==> config.mk <==
export PLATFORM = sky130hd
export DESIGN_NAME = mic1_sequencer
export DESIGN_NICKNAME = d
export VERILOG_FILES = /design/src/rtl/mic1_sequencer.sv
export SDC_FILE = /design/constraint.sdc
export NUM_CORES = 1
export LEC_CHECK = 0
export ABC_AREA = 1
export ABC_CLOCK_PERIOD_IN_PS = 6100
export CAP_MARGIN = 20
export CELL_PAD_IN_SITES_DETAIL_PLACEMENT = 0
export CELL_PAD_IN_SITES_GLOBAL_PLACEMENT = 1
export CORE_MARGIN = 5
export CORE_UTILIZATION = 44
export CTS_CLUSTER_DIAMETER = 40
export DETAILED_ROUTE_END_ITERATION = 16
export GPL_ROUTABILITY_DRIVEN = 0
export PLACE_DENSITY_LB_ADDON = 0.1
export SLEW_MARGIN = 5
export SYNTH_ARGS = -nofsm -noshare
export SYNTH_HDL_FRONTEND = slang
export SYNTH_SLANG_ARGS = --single-unit
==> constraint.sdc <==
create_clock -name clk -period 6.1 [get_ports clk]
set_input_delay 0.915 -clock clk [delete_from_list [all_inputs] [get_ports clk]]
set_output_delay 0.915 -clock clk [all_outputs]
set_load 0.05 [all_outputs]
==> src/rtl/mic1_sequencer.sv <==
// MIC-1 microsequencer: next-MPC from MIR NEXT_ADDRESS/JAM fields, latched ALU flags, MBR and a call/return stack.
// Latency: one cycle from MIR fields to mpc; all outputs come straight from flops.
// Backpressure: stall=1 freezes every piece of state; rst overrides stall.
module mic1_sequencer #(
    parameter int ADDR_W      = 9,
    parameter int MBR_W       = 8,
    parameter int STACK_DEPTH = 4,
    parameter int SP_W        = 3,
    parameter int RESET_ADDR  = 0
) (
    input  logic              clk,
    input  logic              rst,
    input  logic              stall,
    input  logic              n_flag,
    input  logic              z_flag,
    input  logic [MBR_W-1:0]  mbr,
    input  logic [ADDR_W-1:0] next_addr,
    input  logic              jmpc,
    input  logic              jamn,
    input  logic              jamz,
    input  logic              call,
    input  logic              ret,
    output logic [ADDR_W-1:0] mpc,
    output logic [SP_W-1:0]   sp,
    output logic              stack_overflow,
    output logic              stack_underflow
);

    logic [ADDR_W-1:0] mpc_q, mpc_d;
    logic [SP_W-1:0]   sp_q, sp_d;
    logic              n_s_q, n_s_d;
    logic              z_s_q, z_s_d;
    logic              ovf_q, ovf_d;
    logic              udf_q, udf_d;
    logic [ADDR_W-1:0] stack_q [STACK_DEPTH];
    logic [ADDR_W-1:0] stack_d [STACK_DEPTH];

    logic              hi;
    logic [ADDR_W-2:0] lo;
    logic [ADDR_W-1:0] target;
    logic [ADDR_W-1:0] top_val;
    logic [SP_W-1:0]   sp_dec;

    // JAM uses the flags latched from the previous microinstruction.
    always_comb begin
        hi = next_addr[ADDR_W-1] | (jamz & z_s_q) | (jamn & n_s_q);
        lo = next_addr[ADDR_W-2:0];
        if (jmpc) begin
            lo = lo | (ADDR_W-1)'(mbr);
        end
        target = {hi, lo};
    end

    always_comb begin
        sp_dec  = sp_q - SP_W'(1);
        top_val = '0;
        for (int i = 0; i < STACK_DEPTH; i++) begin
            if (SP_W'(i) == sp_dec) begin
                top_val = stack_q[i];
            end
        end
    end

    always_comb begin
        mpc_d   = mpc_q;
        sp_d    = sp_q;
        n_s_d   = n_s_q;
        z_s_d   = z_s_q;
        ovf_d   = ovf_q;
        udf_d   = udf_q;
        stack_d = stack_q;
        if (!stall) begin
            n_s_d = n_flag;
            z_s_d = z_flag;
            if (ret) begin
                if (sp_q != '0) begin
                    mpc_d = top_val;
                    sp_d  = sp_dec;
                end else begin
                    mpc_d = target;
                    udf_d = 1'b1;
                end
            end else if (call) begin
                mpc_d = target;
                if (sp_q < SP_W'(STACK_DEPTH)) begin
                    for (int i = 0; i < STACK_DEPTH; i++) begin
                        if (SP_W'(i) == sp_q) begin
                            stack_d[i] = mpc_q + ADDR_W'(1);
                        end
                    end
                    sp_d = sp_q + SP_W'(1);
                end else begin
                    ovf_d = 1'b1;
                end
            end else begin
                mpc_d = target;
            end
        end
    end

    always_ff @(posedge clk) begin
        if (rst) begin
            mpc_q <= ADDR_W'(RESET_ADDR);
            sp_q  <= '0;
            n_s_q <= 1'b0;
            z_s_q <= 1'b0;
            ovf_q <= 1'b0;
            udf_q <= 1'b0;
        end else begin
            mpc_q   <= mpc_d;
            sp_q    <= sp_d;
            n_s_q   <= n_s_d;
            z_s_q   <= z_s_d;
            ovf_q   <= ovf_d;
            udf_q   <= udf_d;
            stack_q <= stack_d;
        end
    end

    assign mpc             = mpc_q;
    assign sp              = sp_q;
    assign stack_overflow  = ovf_q;
    assign stack_underflow = udf_q;

endmodule

==> flow_metrics.py, run 1 <==
metrics = {
    "status": {
        "outcome": "finished, final reports clean",
    },
    "yosys": {
        "yosysTopAreaCellShare": 0.3971,
        "synthFlopType": "edfxtp_1",
        "syn-cell-area_um2": 2723,
        "synth.largest_area_cell": "edfxtp_1",
        "postSynthAreaPerCell_um2": 8.986,
        "ys_seq_area_frac": 0.5147,
        "syn_nets": 339,
        "yosys-top-cells-area": "edfxtp_1, dfxtp_1, nand2_1",
        "syn_inst": 303,
        "synth_seq_cells": 52,
        "synth-edff-count": 36,
        "synth_common_cells": "nand2_1, inv_1, nand3_1",
        "synth.most_common_cell": "nand2_1",
        "yosys_warnings": 0,
        "async_flop_share": 0,
        "synth.distinct_cells": 32,
    },
    "sta": {
        "holdWs_ps": 493.6,
        "rsz0062_at_grt": "false",
        "timing.final.ws_setup_ps": 3273,
        "finalHoldViolations": 0,
        "slew_headroom": 0.4283,
        "setup_violations": 0,
        "maxSlewViolCount": 0,
        "tightest_slew_ps": 854.3,
        "period_share": 0.4634,
        "period_minus_slack_ps": 2827,
        "setup_tns_ps": 0,
        "clock_skew_ps": 4.291,
        "fmax_ghz": 0.3538,
    },
    "global_routing": {
        "grt_util_all_layers": 0.1595,
        "grt_max_degree": 37,
        "overflow": 0,
        "grt_antenna_before_repair": 0,
        "grt_pass1_wl_um": 9384,
        "grt_pass1_vias": 1983,
    },
    "worst_setup_path": {
        "endpoint_kind": "flop",
        "arrival_ps": 2850,
        "cp-startpoint": "stall",
        "cp_max_fo": 23,
        "slowest_stage": "nor3_1",
        "worstReg2RegStart": "sp[0]",
        "critPathKind": "input pin to flop",
        "start_kind": "input pin",
        "path_cells": "clkdlybuf4s50_1 > inv_2 > nand4_1 > nor3_1 > buf_4",
        "critPathMaxStageDelay_ps": 630,
        "crit_required_ps": 6120,
    },
    "worst_hold_path": {
        "hp-class": "flop to flop",
        "min-delay-start": "stack_overflow",
    },
    "die": {
        "dieArea_um2": 7861,
        "die_y_um": 88.66,
        "die_w_um": 88.66,
        "coreArea_um2": 5956,
        "ios": 41,
        "start_util": 0.4571,
        "num_rows": 28,
    },
    "power": {
        "p_per_area_nw_per_um2": 261.9,
        "leakagePower_nw": 1.367,
        "peakVddDrop_uv": 145.1,
    },
    "route": {
        "drt_wl_total_um": 5774,
        "drcViolationCount": 0,
        "first_pass_iters": 4,
        "drt_iter0_markers": 42,
        "drt-wirelength-per-cell_um": 13.98,
        "vias": 2030,
        "vias_per_cell": 4.915,
        "drtAntennaViolNets": 0,
    },
    "final_layout": {
        "fin_area_um2": 3234,
        "drive_above_1_share": 0.07692,
        "final.fill_count": 561,
        "synthToLayoutAreaGrowth_pct": 18.80,
        "nNetsFinal": 373,
        "utilization": 0.5431,
        "diodes": 0,
    },
    "clocking": {
        "clk_pin_slew_ps": 90,
        "post_cts_resized": 0,
        "cts_tree": "built",
        "clk_path_buf_depth": 2,
        "postCtsSetupBuffers": 0,
        "root_buffer": "clkbuf_8",
        "cts_hold_buf": 0,
        "cts_buffers": 5,
        "clock_latency_ps": 300,
        "cts-htree-levels": 2,
        "cts.sinks": 52,
    },
    "placement": {
        "io_buffer_count": 40,
        "pre_cts_slack_ps": 2944,
        "dpl_cell_area_um2": 3127,
        "place_hpwl_um": 4193,
    },
    "flow_run": {
        "drv_cap": 0,
    },
}
[sequential cells by signal, summed over array words and instances, names as in the netlist]
name             cells
stack_underflow      1
mpc                  9
z_s_q                1
stack_overflow       1
sp                   3
stack_q             36
n_s_q                1
[critical path, delay by kind of cell]
family | cells | cell delay (ps)
buffers and inverters | 3 | 1030
AND/OR/NAND/NOR | 2 | 900
[layout by cell type, fill, tap and decap left out, drive strengths merged]
master / count
xor2: 6
xnor2: 2
a21oi: 19
buf: 1
clkbuf: 6
clkinv: 7
dfxtp: 16
nor3: 2
nand2: 62
nand4: 4
clkdlybuf4s50: 40
o21ai: 17
o211ai: 1
a211oi: 1
a31oi: 1
edfxtp: 36
bufinv: 1
inv: 42
nand3: 43
a221oi: 1
nor2: 19
o21a: 2
ha: 9
[per-stage QoR]
stage          instances  power [mW]
2_1_floorplan        303      0.5727
3_3_place_gp         404      0.6267
3_5_place_dp         405      0.6270
4_1_cts              413      0.8540
5_1_grt              413      0.8928
6_report             413      0.8472
[area by class of cell]
class	instances	area, um2	share of cell area
clock inverter	2	35.03	0.01083
inverter	48	180.2	0.05571
multi-input combinational	189	1044	0.3226
clock buffer	6	72.57	0.02244
timing repair buffer	41	407.9	0.1261
sequential	52	1401	0.4333
tap	75	93.84	0.02901
[metal layers]
metal	GRT usage	vias to the layer above	wire (um)
met2	0.2544	47	2547
li1	-	1062	-
met1	0.2146	919	2929
met5	0	-	0
met3	0.03631	2	267
met4	0.05220	0	29
[cell families (layout without fill, tap and decap cells)]
kind of cell	after synthesis	after routing	share of synthesized area
simple gates	130	130	0.2233
buf+inv	62	97	0.1020
flops	52	52	0.5147
compound gates	42	42	0.09283
fa+ha+maj	9	9	0.04136
xor+xnor	8	8	0.02574
[path summary, 6_finish.rpt]
path / cells after the start / slack, ps / end
min reg2reg: 2 / 490 / stack_overflow
max: 5 / 3270 / stack_q[13]
min: 2 / 490 / stack_overflow
max reg2reg: 5 / 3570 / stack_q[13]
[where the power goes]
part / internal (mW) / switching [mW] / leakage (nW)
Combinational: 0.0716 / 0.140 / 0.852
Clock: 0.122 / 0.108 / 0.0552
Sequential: 0.393 / 0.0125 / 0.459
Total: 0.587 / 0.261 / 1.37
(Power assumes the default switching activity.)
==> inputs of run 2 (changes only) <==
--- a/config.mk
+++ b/config.mk
@@ -6,12 +6,12 @@
 export NUM_CORES = 1
 export LEC_CHECK = 0
 export ABC_AREA = 1
-export ABC_CLOCK_PERIOD_IN_PS = 6100
+export ABC_CLOCK_PERIOD_IN_PS = 2500
 export CAP_MARGIN = 20
 export CELL_PAD_IN_SITES_DETAIL_PLACEMENT = 0
 export CELL_PAD_IN_SITES_GLOBAL_PLACEMENT = 1
 export CORE_MARGIN = 5
-export CORE_UTILIZATION = 44
+export CORE_UTILIZATION = 37
 export CTS_CLUSTER_DIAMETER = 40
 export DETAILED_ROUTE_END_ITERATION = 16
 export GPL_ROUTABILITY_DRIVEN = 0
==> constraint.sdc (replaced) <==
create_clock -name clk -period 2.5 [get_ports clk]
set_input_delay 0.375 -clock clk [delete_from_list [all_inputs] [get_ports clk]]
set_output_delay 0.375 -clock clk [all_outputs]
set_load 0.05 [all_outputs]
==> run 2 against run 1 <==
  * Flip-flop and latch count unchanged
  * Clock skew about the same
  * Utilization down 8.2 points
  * Register-to-register slack worse by 3100 ps
  * Critical path type is now flop to flop
  * Critical endpoint is now mpc[0]
  * Highest routed layer unchanged
==> flow_metrics.py, run 2 (synthesized netlist as in run 1, its figures left out) <==
metrics = {
    "power": {
        "swShare": 0.3070,
        "switching_power_mw": 0.6490,
        "finalPower_mw": 2.114,
        "peakVddDrop_uv": 356.8,
        "leakagePower_nw": 1.406,
        "seq_power_share": 0.468,
        "p_int_mw": 1.465,
        "pwr-share-clk": 0.278,
        "p_per_area_nw_per_um2": 635.2,
        "p_comb_frac": 0.254,
    },
    "route": {
        "vias_per_cell": 4.619,
        "first_pass_iters": 5,
        "drt-wirelength-per-cell_um": 14.02,
        "vias": 2051,
        "drt_wl_total_um": 6224,
        "drtAntennaViolNets": 0,
        "drcViolationCount": 0,
        "drt_iter0_markers": 59,
    },
    "sta": {
        "maxSlewViolCount": 0,
        "setup_tns_ps": 0,
        "fmax_ghz": 0.4985,
        "finalHoldViolations": 0,
        "slew_headroom": 0.6432,
        "period_minus_slack_ps": 2006,
        "tightest_slew_ps": 535.2,
        "setup_violations": 0,
        "period_share": 0.8023,
        "rsz0062_at_grt": "false",
        "clock_skew_ps": 4.226,
    },
    "worst_hold_path": {
        "min_path_cells": 2,
        "min-delay-start": "stack_overflow",
        "hp-class": "flop to flop",
        "hold_end": "stack_overflow",
    },
    "final_layout": {
        "layout_common_cells": "nand2_1, inv_1, nand3_1, clkdlybuf4s50_1, edfxtp_1",
        "final.fill_count": 739,
        "drive_above_1_share": 0.09855,
        "fin_area_um2": 3328,
        "synthToLayoutAreaGrowth_pct": 22.24,
        "top_register": "stack_q",
        "largest_reg_flops": 36,
        "diodes": 0,
        "multi_input_area_um2": 1046,
        "final-seq-area_um2": 1401,
        "nNetsFinal": 380,
        "layout_commonest_cell": "nand2_1",
    },
    "global_routing": {
        "grt_antenna_before_repair": 0,
        "grt_pass1_wl_um": 9901,
        "use_met2": 0.2276,
        "use_met1": 0.2012,
        "use_met3": 0.03362,
        "grt_util_all_layers": 0.1456,
        "overflow": 0,
        "grt_pass1_vias": 1921,
        "grt_max_degree": 37,
        "grt-busiest-layer": "met2",
    },
    "die": {
        "die_w_um": 95.78,
        "dieArea_um2": 9174,
        "coreArea_um2": 7214,
        "num_rows": 31,
        "start_util": 0.3774,
        "ios": 41,
        "die_y_um": 95.78,
    },
    "clocking": {
        "postCtsSetupBuffers": 0,
        "cts_hold_buf": 0,
        "cts.sinks": 52,
        "clock_latency_ps": 300,
        "cts-htree-levels": 2,
        "cts_buffers": 5,
        "root_buffer": "clkbuf_8",
        "clk_pin_slew_ps": 90,
        "clk_path_buf_depth": 2,
        "cts_tree": "built",
    },
    "worst_setup_path": {
        "start_kind": "flop",
        "ff2ff_path_depth": 11,
        "crit_family": "simple AND/OR/NAND/NOR gates",
        "critPathMaxStageDelay_ps": 440,
        "crit_required_ps": 2740,
        "r2r-end": "mpc[0]",
        "critPathKind": "flop to flop",
        "path_cells": "inv_1 > ha_1 > inv_1 > nand2_4 > nand2_8 > nand2_2 > nand3_1 > nand2_1 > nand2_1 > nand2_1 > a21oi_2",
        "worstReg2RegStart": "sp[0]",
        "crit_top_cell": "nand2_1",
        "worst-path-buf-inv": 2,
        "arrival_ps": 2250,
        "endpoint_kind": "flop",
        "slowest_stage": "dfxtp_1",
        "rrSetupSlack_ps": 490,
        "cp_max_fo": 36,
    },
    "placement": {
        "io_buffer_count": 40,
        "place_hpwl_um": 4660,
        "dpl_cell_area_um2": 3209,
    },
    "flow_run": {
        "drv_cap": 0,
    },
    "status": {
        "outcome": "finished, final reports clean",
    },
}
==> run 2: cell types whose count changed in the layout (fill, tap and decap cells not counted) <==
| cell | previous run | this run |
|---|---|---|
| clkinv_2 | 1 | 0 |
| nor2_1 | 18 | 17 |
| clkinv_1 | 6 | 7 |
| clkbuf_1 | 1 | 0 |
| nor2_2 | 1 | 2 |
| clkbuf_8 | 5 | 6 |
| buf_4 | 1 | 8 |
==> run 2: per-stage QoR <==
stage,util,setup slack [ps],cells,hold slack [ps]
2_1_floorplan,-,92.42,303,447.4
3_3_place_gp,0.4448,97.36,436,461.3
3_5_place_dp,0.4448,35.34,436,471.3
4_1_cts,0.4610,194.6,444,495.9
5_1_grt,0.4613,259.7,444,538.7
6_report,0.4613,494.1,444,491.7
==> run 2: what timing repair did <==
item                                   in CTS  in global routing
endpoints found under the hold margin       0                  0
resized for setup                           0                  1
setup endpoints to repair                   0                  7
==> run 2: worst max-delay path by stage <==
stage / to / startpoint / cells after the start / slack, ps
finish: mpc[0] / sp[0] / 11 / 490
floorplan: stack_q[10] / sp[1] / 5 / 90
CTS: mpc[7] / sp[0] / 9 / 190
global placement: mpc[8] / ret / 7 / 100
detailed placement: mpc[3] / ret / 7 / 40
global route: mpc[3] / sp[0] / 9 / 260
==> run 2: layout make-up <==
class | instances | area share
clock inverter | 2 | 0.01015
multi-input combinational | 189 | 0.3143
tap | 99 | 0.03722
timing repair buffer | 48 | 0.1383
sequential | 52 | 0.4211
clock buffer | 6 | 0.02481
inverter | 48 | 0.05414
==> run 2: power by group through the flow <==
stage,clock [mW],sequential (mW),combinational [mW]
floorplan,0,1.08,0.322
global placement,0,1.01,0.538
detailed placement,0,1.01,0.541
CTS,0.600,0.989,0.542
global route,0.642,0.994,0.595
finish,0.589,0.988,0.537
==> run 2: worst register-to-register path: stages, from the launching register on <==
cell and delay, ps:
dfxtp_1 440, inv_1 140, ha_1 240, inv_1 100, nand2_4 80, nand2_8 210
nand2_2 200, nand3_1 170, nand2_1 100, nand2_1 100, nand2_1 70, a21oi_2 100
==> run 2: layer usage <==
metal / wire length, um / vias up
met5: 0 / -
met4: 65 / 0
met3: 290 / 6
met2: 2865 / 43
met1: 3002 / 928
li1: - / 1074
==> inputs of run 3 (changes only) <==
--- a/config.mk
+++ b/config.mk
@@ -6,12 +6,12 @@
 export NUM_CORES = 1
 export LEC_CHECK = 0
 export ABC_AREA = 1
-export ABC_CLOCK_PERIOD_IN_PS = 2500
+export ABC_CLOCK_PERIOD_IN_PS = 2000
 export CAP_MARGIN = 20
 export CELL_PAD_IN_SITES_DETAIL_PLACEMENT = 0
 export CELL_PAD_IN_SITES_GLOBAL_PLACEMENT = 1
 export CORE_MARGIN = 5
-export CORE_UTILIZATION = 37
+export CORE_UTILIZATION = 41
 export CTS_CLUSTER_DIAMETER = 40
 export DETAILED_ROUTE_END_ITERATION = 16
 export GPL_ROUTABILITY_DRIVEN = 0
==> constraint.sdc (replaced) <==
create_clock -name clk -period 2 [get_ports clk]
set_input_delay 0.3 -clock clk [delete_from_list [all_inputs] [get_ports clk]]
set_output_delay 0.3 -clock clk [all_outputs]
set_load 0.05 [all_outputs]
==> run 3 against run 2 <==
  * Worst hold slack got worse by 9.2 ps
  * Clock-buffer cell count is 1 lower
  * Final cell count shrank 3.8%
  * Sequential power increased by 26%
  * Non-clock buffer count is 5 higher
  * Sequential share of layout area barely moved
  * Largest cell class unchanged
==> flow_metrics.py, run 3 (synthesized netlist as in run 1, its figures left out) <==
metrics = {
    "flow_run": {
        "drv_cap": 0,
    },
    "final_layout": {
        "layout_commonest_cell": "nand2_1",
        "layout_common_cells": "nand2_1, inv_1, nand3_1",
        "synthToLayoutAreaGrowth_pct": 22.56,
        "layout.cells.non_filler": 427,
        "drive_above_1_share": 0.1171,
        "nNetsFinal": 385,
        "diodes": 0,
        "largest_reg_flops": 36,
        "top_register": "stack_q",
    },
    "worst_setup_path": {
        "slowest_stage": "clkdlybuf4s50_1",
        "arrival_ps": 1590,
        "start_kind": "flop",
        "crit_required_ps": 1700,
        "endpoint_kind": "primary output",
        "critPathMaxStageDelay_ps": 850,
        "worstReg2RegStart": "sp[1]",
        "rrSetupSlack_ps": 260,
        "ff2ff_path_depth": 11,
        "cp.depth": 1,
        "cp_max_fo": 6,
        "worst-path-buf-inv": 1,
        "critPathKind": "flop to primary output",
        "path_cells": "clkdlybuf4s50_1",
        "cp-startpoint": "mpc[2]",
        "crit_family": "buffers and inverters",
    },
    "route": {
        "drt_wl_total_um": 5990,
        "drtAntennaViolNets": 0,
        "vias": 2061,
        "vias_per_cell": 4.827,
        "first_pass_iters": 4,
        "drt_iter0_markers": 79,
        "drcViolationCount": 0,
        "drt-wirelength-per-cell_um": 14.03,
    },
    "clocking": {
        "postCtsSetupBuffers": 0,
        "clk_pin_slew_ps": 90,
        "cts_buffers": 5,
        "cts_hold_buf": 0,
        "cts.sinks": 52,
        "clk_path_buf_depth": 2,
        "clock_latency_ps": 300,
        "cts-htree-levels": 2,
        "root_buffer": "clkbuf_8",
        "post_cts_resized": 0,
        "cts_tree": "built",
    },
    "sta": {
        "maxSlewViolCount": 0,
        "rsz0062_at_grt": "false",
        "tightest_slew_ps": 513.2,
        "setup_violations": 0,
        "finalHoldViolations": 0,
        "period_minus_slack_ps": 1894,
        "slew_headroom": 0.6568,
        "clock_skew_ps": 3.650,
        "fmax_ghz": 0.5279,
        "setup_tns_ps": 0,
        "period_share": 0.9471,
    },
    "worst_hold_path": {
        "hp-class": "flop to flop",
        "min-delay-start": "stack_overflow",
        "min_path_cells": 2,
    },
    "global_routing": {
        "grt_pass1_wl_um": 10140,
        "grt_util_all_layers": 0.1508,
        "grt_pass1_vias": 2076,
        "overflow": 0,
        "grt_max_degree": 35,
        "grt_antenna_before_repair": 0,
    },
    "die": {
        "coreArea_um2": 6422,
        "num_rows": 29,
        "die_y_um": 91.49,
        "die_w_um": 91.49,
        "ios": 41,
        "start_util": 0.4239,
        "dieArea_um2": 8370,
    },
    "placement": {
        "io_buffer_count": 40,
        "place_inst": 419,
        "place_hpwl_um": 4587,
    },
    "power": {
        "p_per_area_nw_per_um2": 780.7,
        "leakagePower_nw": 1.430,
        "peakVddDrop_uv": 461.9,
    },
    "status": {
        "outcome": "finished, final reports clean",
    },
}
[run 3: where the power goes]
part	switching [mW]	total, mW	internal (mW)	leakage, nW
clock network	0.331	0.696	0.365	0.0532
registers	0.0350	1.24	1.20	0.460
logic	0.431	0.674	0.244	0.917
total	0.797	2.61	1.81	1.43
[run 3: routing by layer]
metal / up-vias / GRT usage / wire (um)
met5: - / 0 / 0
met4: 0 / 0.05025 / 97
met3: 9 / 0.02231 / 173
met2: 33 / 0.2781 / 3151
met1: 937 / 0.1777 / 2567
li1: 1082 / - / -
[run 3: metrics by stage]
stage	hold slack (ps)	worst slack (ps)	instance area (um2)	util	power (mW)
4_1_cts	482.4	85.70	3337	0.5196	2.636
2_1_floorplan	372.4	100.7	2736	-	1.751
3_3_place_gp	467.4	115.2	3231	0.5030	1.942
5_1_grt	502.6	37.01	3337	0.5196	2.768
6_report	482.5	105.9	3337	0.5196	2.605
3_5_place_dp	456.1	53.09	3231	0.5030	1.948
[run 3: cell type report]
cell class / instances / area [um2]
clock buffer: 5 / 68.82
clock inverter: 3 / 37.54
fill: 615 / 3085
inverter: 48 / 180.2
multi-input combinational: 189 / 1055
sequential: 52 / 1404
tap: 77 / 96.34
timing repair buffer: 53 / 495.5
[run 3: path summary, 6_finish.rpt]
check	to
worst max-delay path	mpc[2]
worst max register to register	mpc[4]
worst min register to register	stack_overflow
worst min-delay path	stack_overflow
